<file path="src/rtl/calc_pkg.sv">
// calc_pkg: shared definitions for the sequential calculator.
//   op_e       - op_select encodings
//   state_e    - controller FSM states
//   iter_count - number of CALC cycles spent by the iterative mul/div/mod ops
package calc_pkg;

    typedef enum logic [3:0] {
        OpAdd = 4'b0000,
        OpSub = 4'b0001,
        OpMul = 4'b0010,
        OpDiv = 4'b0011,
        OpMod = 4'b0100,
        OpAnd = 4'b0101,
        OpOr  = 4'b0110,
        OpXor = 4'b0111,
        OpShl = 4'b1000,
        OpShr = 4'b1001
    } op_e;

    typedef enum logic [1:0] {
        StIdle = 2'd0,
        StCalc = 2'd1,
        StDone = 2'd2
    } state_e;

    // One shift-add or restoring-division step per operand bit.
    function automatic int unsigned iter_count(input int unsigned nbits);
        return nbits;
    endfunction

endpackage

</file>
<file path="src/rtl/calc_divider.sv">
// calc_divider: iterative restoring divider, one quotient bit per step.
//   clock, reset_n      - clock, asynchronous active-low reset
//   start               - load dividend/divisor and clear the partial remainder
//   step                - perform one division step this cycle
//   dividend, divisor   - unsigned operands sampled on start
//   quotient, remainder - values the registers take after this cycle's step,
//                         so the owner can capture them on the final step's edge
//   div0                - the loaded divisor is zero
module calc_divider
    import calc_pkg::*;
#(
    parameter int unsigned NBITS = 4
) (
    input  logic             clock,
    input  logic             reset_n,
    input  logic             start,
    input  logic             step,
    input  logic [NBITS-1:0] dividend,
    input  logic [NBITS-1:0] divisor,
    output logic [NBITS-1:0] quotient,
    output logic [NBITS-1:0] remainder,
    output logic             div0
);

    logic [NBITS-1:0] quo_q, rem_q, dsr_q;
    logic [NBITS:0]   trial, diff;

    always_comb begin
        trial = {rem_q, quo_q[NBITS-1]};
        diff  = trial - {1'b0, dsr_q};
        // The partial remainder stays below the divisor, so bit NBITS of diff
        // is set exactly when the trial subtraction went negative.
        if (diff[NBITS]) begin
            remainder = trial[NBITS-1:0];
            quotient  = {quo_q[NBITS-2:0], 1'b0};
        end else begin
            remainder = diff[NBITS-1:0];
            quotient  = {quo_q[NBITS-2:0], 1'b1};
        end
    end

    always_ff @(posedge clock or negedge reset_n) begin
        if (!reset_n) begin
            quo_q <= '0;
            rem_q <= '0;
            dsr_q <= '0;
        end else if (start) begin
            quo_q <= dividend;
            rem_q <= '0;
            dsr_q <= divisor;
        end else if (step) begin
            quo_q <= quotient;
            rem_q <= remainder;
        end
    end

    assign div0 = (dsr_q == '0);

endmodule

</file>
<file path="src/rtl/seq_calculator.sv">
// seq_calculator: multi-cycle unsigned ALU with valid/ready request and result.
//   clock, reset_n         - clock, asynchronous active-low reset
//   start_valid/ready      - request handshake (ready only in IDLE)
//   op_select              - opcode (calc_pkg::op_e); other codes flag err
//   operand1, operand2     - NBITS unsigned operands
//   resultado, err         - 2*NBITS result and error flag, valid with res_valid
//   res_valid/res_ready    - result handshake, result held until accepted
//   busy                   - FSM not in IDLE
// Optional (CALC_STATUS_FLAGS_EN defined):
//   zero_flag, carry_flag  - result==0, add carry-out / sub borrow
module seq_calculator
    import calc_pkg::*;
#(
    parameter int unsigned NBITS = 4
) (
    input  logic               clock,
    input  logic               reset_n,
    input  logic               start_valid,
    output logic               start_ready,
    input  logic [3:0]         op_select,
    input  logic [NBITS-1:0]   operand1,
    input  logic [NBITS-1:0]   operand2,
    output logic [2*NBITS-1:0] resultado,
    output logic               res_valid,
    input  logic               res_ready,
    output logic               err,
    output logic               busy
`ifdef CALC_STATUS_FLAGS_EN
    ,
    output logic               zero_flag,
    output logic               carry_flag
`endif
);

    localparam int unsigned W     = 2 * NBITS;
    localparam int unsigned Iters = iter_count(NBITS);
    localparam int unsigned CntW  = $clog2(Iters);

    state_e           state_q, state_d;
    logic [3:0]       op_q;
    logic [NBITS-1:0] a_q, b_q;
    logic [W-1:0]     acc_q;      // mul: {partial product high, remaining multiplier}
    logic [CntW-1:0]  cnt_q;
    logic [W-1:0]     res_q, res_d;
    logic             err_q, err_d;

    logic             accept, iterative, last_iter;
    logic [NBITS:0]   mul_sum;
    logic [W-1:0]     mul_next, a_ext, b_ext;
    logic [NBITS-1:0] div_quo, div_rem;
    logic             div0;

    assign accept    = start_valid && (state_q == StIdle);
    assign last_iter = (cnt_q == CntW'(Iters - 1));
    assign iterative = (op_q == OpMul) || (((op_q == OpDiv) || (op_q == OpMod)) && !div0);
    assign a_ext     = {{NBITS{1'b0}}, a_q};
    assign b_ext     = {{NBITS{1'b0}}, b_q};

    // Shift-add step: add multiplicand to the high half when the multiplier
    // LSB is set, then shift the whole accumulator right by one.
    assign mul_sum  = {1'b0, acc_q[W-1:NBITS]} + (acc_q[0] ? {1'b0, a_q} : '0);
    assign mul_next = {mul_sum, acc_q[NBITS-1:1]};

    calc_divider #(
        .NBITS (NBITS)
    ) u_divider (
        .clock     (clock),
        .reset_n   (reset_n),
        .start     (accept),
        .step      (state_q == StCalc),
        .dividend  (operand1),
        .divisor   (operand2),
        .quotient  (div_quo),
        .remainder (div_rem),
        .div0      (div0)
    );

    always_comb begin
        state_d = state_q;
        unique case (state_q)
            StIdle:  if (start_valid) state_d = StCalc;
            StCalc:  if (!iterative || last_iter) state_d = StDone;
            StDone:  if (res_ready) state_d = StIdle;
            default: state_d = StIdle;
        endcase
    end

    always_comb begin
        res_d = '0;
        err_d = 1'b0;
        case (op_q)
            OpAdd: res_d = a_ext + b_ext;
            OpSub: res_d = a_ext - b_ext;
            OpMul: res_d = mul_next;
            OpDiv: begin
                if (div0) begin
                    res_d = {{NBITS{1'b0}}, {NBITS{1'b1}}};
                    err_d = 1'b1;
                end else begin
                    res_d = {{NBITS{1'b0}}, div_quo};
                end
            end
            OpMod: begin
                if (div0) begin
                    res_d = a_ext;
                    err_d = 1'b1;
                end else begin
                    res_d = {{NBITS{1'b0}}, div_rem};
                end
            end
            OpAnd: res_d = a_ext & b_ext;
            OpOr:  res_d = a_ext | b_ext;
            OpXor: res_d = a_ext ^ b_ext;
            // Shifts by W or more yield zero under SV shift semantics.
            OpShl: res_d = a_ext << b_q;
            OpShr: res_d = a_ext >> b_q;
            default: err_d = 1'b1;
        endcase
    end

    always_ff @(posedge clock or negedge reset_n) begin
        if (!reset_n) begin
            state_q <= StIdle;
            op_q    <= '0;
            a_q     <= '0;
            b_q     <= '0;
            acc_q   <= '0;
            cnt_q   <= '0;
            res_q   <= '0;
            err_q   <= 1'b0;
        end else begin
            state_q <= state_d;
            if (accept) begin
                op_q  <= op_select;
                a_q   <= operand1;
                b_q   <= operand2;
                acc_q <= {{NBITS{1'b0}}, operand2};
                cnt_q <= '0;
            end else if (state_q == StCalc) begin
                cnt_q <= cnt_q + 1'b1;
                acc_q <= mul_next;
                if (state_d == StDone) begin
                    res_q <= res_d;
                    err_q <= err_d;
                end
            end
        end
    end

`ifdef CALC_STATUS_FLAGS_EN
    logic zero_q, carry_q, carry_d;

    always_comb begin
        carry_d = 1'b0;
        if (op_q == OpAdd) carry_d = res_d[NBITS];
        else if (op_q == OpSub) carry_d = (a_q < b_q);
    end

    always_ff @(posedge clock or negedge reset_n) begin
        if (!reset_n) begin
            zero_q  <= 1'b0;
            carry_q <= 1'b0;
        end else if ((state_q == StCalc) && (state_d == StDone)) begin
            zero_q  <= (res_d == '0);
            carry_q <= carry_d;
        end
    end

    assign zero_flag  = zero_q;
    assign carry_flag = carry_q;
`endif

    assign start_ready = (state_q == StIdle);
    assign busy        = (state_q != StIdle);
    assign res_valid   = (state_q == StDone);
    assign resultado   = res_q;
    assign err         = err_q;

endmodule

</file>
<file path="config.mk">
export PLATFORM = sky130hd
export DESIGN_NAME = seq_calculator
export DESIGN_NICKNAME = d
export VERILOG_FILES = /design/src/rtl/calc_pkg.sv /design/src/rtl/calc_divider.sv /design/src/rtl/seq_calculator.sv
export SDC_FILE = /design/constraint.sdc
export NUM_CORES = 1
export LEC_CHECK = 0
export ABC_AREA = 1
export CORE_UTILIZATION = 40
export CTS_CLUSTER_SIZE = 8
export DETAILED_ROUTE_END_ITERATION = 10
export GPL_ROUTABILITY_DRIVEN = 0
export PLACE_DENSITY = 0.66
export SLEW_MARGIN = 30
export SYNTH_ARGS = -nofsm -noshare
export SYNTH_HDL_FRONTEND = slang
export SYNTH_SLANG_ARGS = --single-unit
</file>
<file path="constraint.sdc">
create_clock -name clock -period 2 [get_ports clock]
set_input_delay 0.4 -clock clock [delete_from_list [all_inputs] [get_ports clock]]
set_output_delay 0.4 -clock clock [all_outputs]
set_load 0.03 [all_outputs]
</file>
==> impl_results.md <==
- CP max-delay cell: fa_2
- Final setup margin: 0.0433 ns
- Critical Path, Cell by Cell: buf_6 -> ha_4 -> inv_4 -> fa_2 -> nand3_2 -> nand3_4 -> nand2_4 -> nand2_2 -> nand2_2 -> nand2_2 -> nand2_1 -> nand2_1 -> nand2_1 -> nand2_1
- Placed Area: 3600 um^2
- CP most frequent cell: nand2_1
- Gr ovfl total: 0
- Final WL: 9190 um
- CTS max path bufs: 2
- Share of cells above drive strength 1: 17.9%
- Crit-path leading delay family: simple AND/OR/NAND/NOR gates
- WL/cell: 16.0 um
- Top-area cell type share of the netlist area: between 30 and 40%
- Final min period: 1.96 ns
- CTS Root Cell: clkbuf_8
- Final core occ: 52.4%
- Clock sinks: 41
- Dpl ws: -0.193 ns
- Peak VDD IR: 0.000518 V
- Synth cell types: 37
- Netlist Area Pre-Place: between 3000 and 4000 um^2
- R2r setup slk: 0.04 ns
- Skew-Pair Late Insertion Delay: roughly 0.30 ns
- Kind of critical path: flop to flop
- Core box area: 7330 um^2
- Slew @ Worst Pin: roughly 0.54 ns
- Yosys top cell by area: dfrtp_1
- P per Cell Area: 1800 nW/um^2
- Die area: 8000 um^2
- Post-synth EDFFs: 0
- DR iter-0 viols: 211
- Crit-path max FO: 6
- Final hold slack: about 0.15 ns
- Count leader, synth: nand2_1
- Number of buffers created by CTS: 5
- GRT Total Usage: about 24%
- Die height: 89.4 um
- Router iterations before antenna repair: 5
- CTS tree: done
- Setup Viol. Count Final: 0
- Syn Area/Cell: 7.32 um^2
- First-pass GRT wire length: 14300 um
- R2R cell count: 14
- Leakage Power: 1.94 nW
- Via count: just over 3000
- Syn-to-layout area delta: 25.5%
- DR vias/cell: between 5 and 6
- Detail Route Antenna Nets: 0
- Min-delay worst type: primary input to async pin
- Worst Clk Skew: 0.0126 ns
- Std cell rows: 31
- R2r startpoint: b_q[0]$_DFFE_PN0P_
- RSZ-0062 raised after global routing: true
- Num ports: 28
- Post-Syn Instances: 418
- Top post-synthesis cells by area: dfrtp_1 34%, nand2_1 16%, ha_1 9.0%
- CP Launch Type: flop
- Fin area: 3840 um^2
- Proportion of synthesized chip area in sequential cells: 33.6%
- # H-tree levels: 2
- Slew headroom: 63.7%
- Capturing point of the worst reg2reg path: resultado[3]$_DFFE_PN0P_
- DRC violations left: 0
- Chip Width: approximately 89 um
- Final HPWL DP: 7030 um
- Final net count: a little over 500
- IO Port Bufs: 27
- Initial cell density of the core: 41.7%
- Slowest stage delay, CP: between 0.4 and 0.5 ns
- Antenna Cells: 0
- # Max-Cap Violations: 0
- Syn_nets: 460
- CP endpoint kind: flop
- Status: completed
- Part of the cycle the worst path needs: 97.8%
- Crit path buffers/inverters: 2
- Worst-path clk slew: 0.09 ns
- Crit path DAT: 2.16 ns
- Ys flop type: dfrtp_1
- Commonest cells post-synth: 128 x nand2_1, 46 x nand3_1, 45 x inv_1
- Largest net degree at the start of global routing: 42
- YS warnings: 0
- Asr flop ratio synth: 100%
- Initial antenna violation count: 0
- Data required, critical path: 2.20 ns
- Final Hold Vio Count: 0
- Vias in the first global route: 2899
- Synthesis-stage register bit count: 41
- Max Freq: between 500 and 600 MHz
- Max-slew violation count: 0
==> logic make-up after synthesis <==
family          after synthesis  share of synthesized area, %
xor+xnor                      3                         0.859
fa+ha+maj                    26                          11.6
compound gates               69                          13.7
buf+inv                      59                          8.02
simple gates                220                          32.3
flops                        41                          33.6
==> placed cells by master (no fill, tap or decap), types with 2 or more instances in the layout <==
master,count
o211ai_1,7
nand3_1,40
buf_4,24
o221ai_1,4
buf_6,2
a21oi_1,10
nand3_2,5
nand3b_1,4
nor2_2,3
ha_2,2
clkbuf_8,5
nand2_1,121
dfrtp_1,41
nor2_4,4
ha_1,19
o21ai_0,28
fa_2,3
a21oi_2,2
nand3_4,2
nand2_2,9
o21ai_1,7
nand2_4,2
nor2_1,24
clkdlybuf4s50_1,24
clkinv_2,2
inv_1,42
a22o_1,4
nand4_1,3
inv_2,7
xor2_1,2
==> flip-flops by register name, summed over array words and instances, names as in the netlist <==
register / flops
a_q: 4
acc_q: 8
b_q: 4
cnt_q: 2
err: 1
op_q: 4
resultado: 8
state_q: 2
u_divider.quo_q: 4
u_divider.rem_q: 4
==> worst max path at each step <==
| stage | from | endpoint | slack [ns] | depth (start not counted) |
|---|---|---|---|---|
| finish | b_q[0]$_DFFE_PN0P_ | resultado[3]$_DFFE_PN0P_ | 0.04 | 14 |
| global route | b_q[0]$_DFFE_PN0P_ | resultado[3]$_DFFE_PN0P_ | -0.11 | 14 |
| CTS | b_q[0]$_DFFE_PN0P_ | resultado[6]$_DFFE_PN0P_ | 0.002 | 9 |
| detailed placement | b_q[0]$_DFFE_PN0P_ | resultado[6]$_DFFE_PN0P_ | -0.19 | 9 |
| global placement | b_q[0]$_DFFE_PN0P_ | resultado[6]$_DFFE_PN0P_ | -0.17 | 9 |
| floorplan | b_q[1]$_DFFE_PN0P_ | resultado[3]$_DFFE_PN0P_ | 0.006 | 13 |
==> per-layer routing <==
metal | GRT usage (%) | wire (um) | up-vias
met1 | 32.7 | 4010 | 1450
met4 | 10.4 | 303 | 0
met2 | 38.4 | 4290 | 130
met5 | 0 | 0 | -
met3 | 4.71 | 581 | 31
li1 | - | - | 1482
==> cell type report <==
cell class / instances / area (um^2)
sequential: 41 / 1030
tap: 99 / 124
inverter: 53 / 219
clock buffer: 5 / 68.8
clock inverter: 3 / 17.5
multi-input combinational: 318 / 1890
timing repair buffer: 54 / 489
fill: 690 / 3490
==> through the flow <==
step	power [W]	cells	TNS (ns)
final	0.00691	573	0
after global routing	0.00748	573	-0.360
after CTS	0.00642	569	0
after detailed placement	0.00579	560	-0.326
after global placement	0.00571	560	-0.249
after floorplan	0.00437	418	0
==> report_power, final <==
part / internal (W) / switching (W) / total, W
clock network: 0.000242 / 0.000321 / 0.000562
logic: 0.00182 / 0.00305 / 0.00487
registers: 0.00117 / 0.000308 / 0.00148
total: 0.00323 / 0.00368 / 0.00691
==> what timing repair did <==
| item | in CTS | in global routing |
|---|---|---|
| pin swaps | 3 | 18 |
| resized for setup | 7 | 31 |
| buffers inserted | 1 | 4 |
| cloned | 0 | 0 |
| setup endpoints to repair | 6 | 11 |
| hold buffers | 0 | 0 |
(Power assumes the default switching activity.)
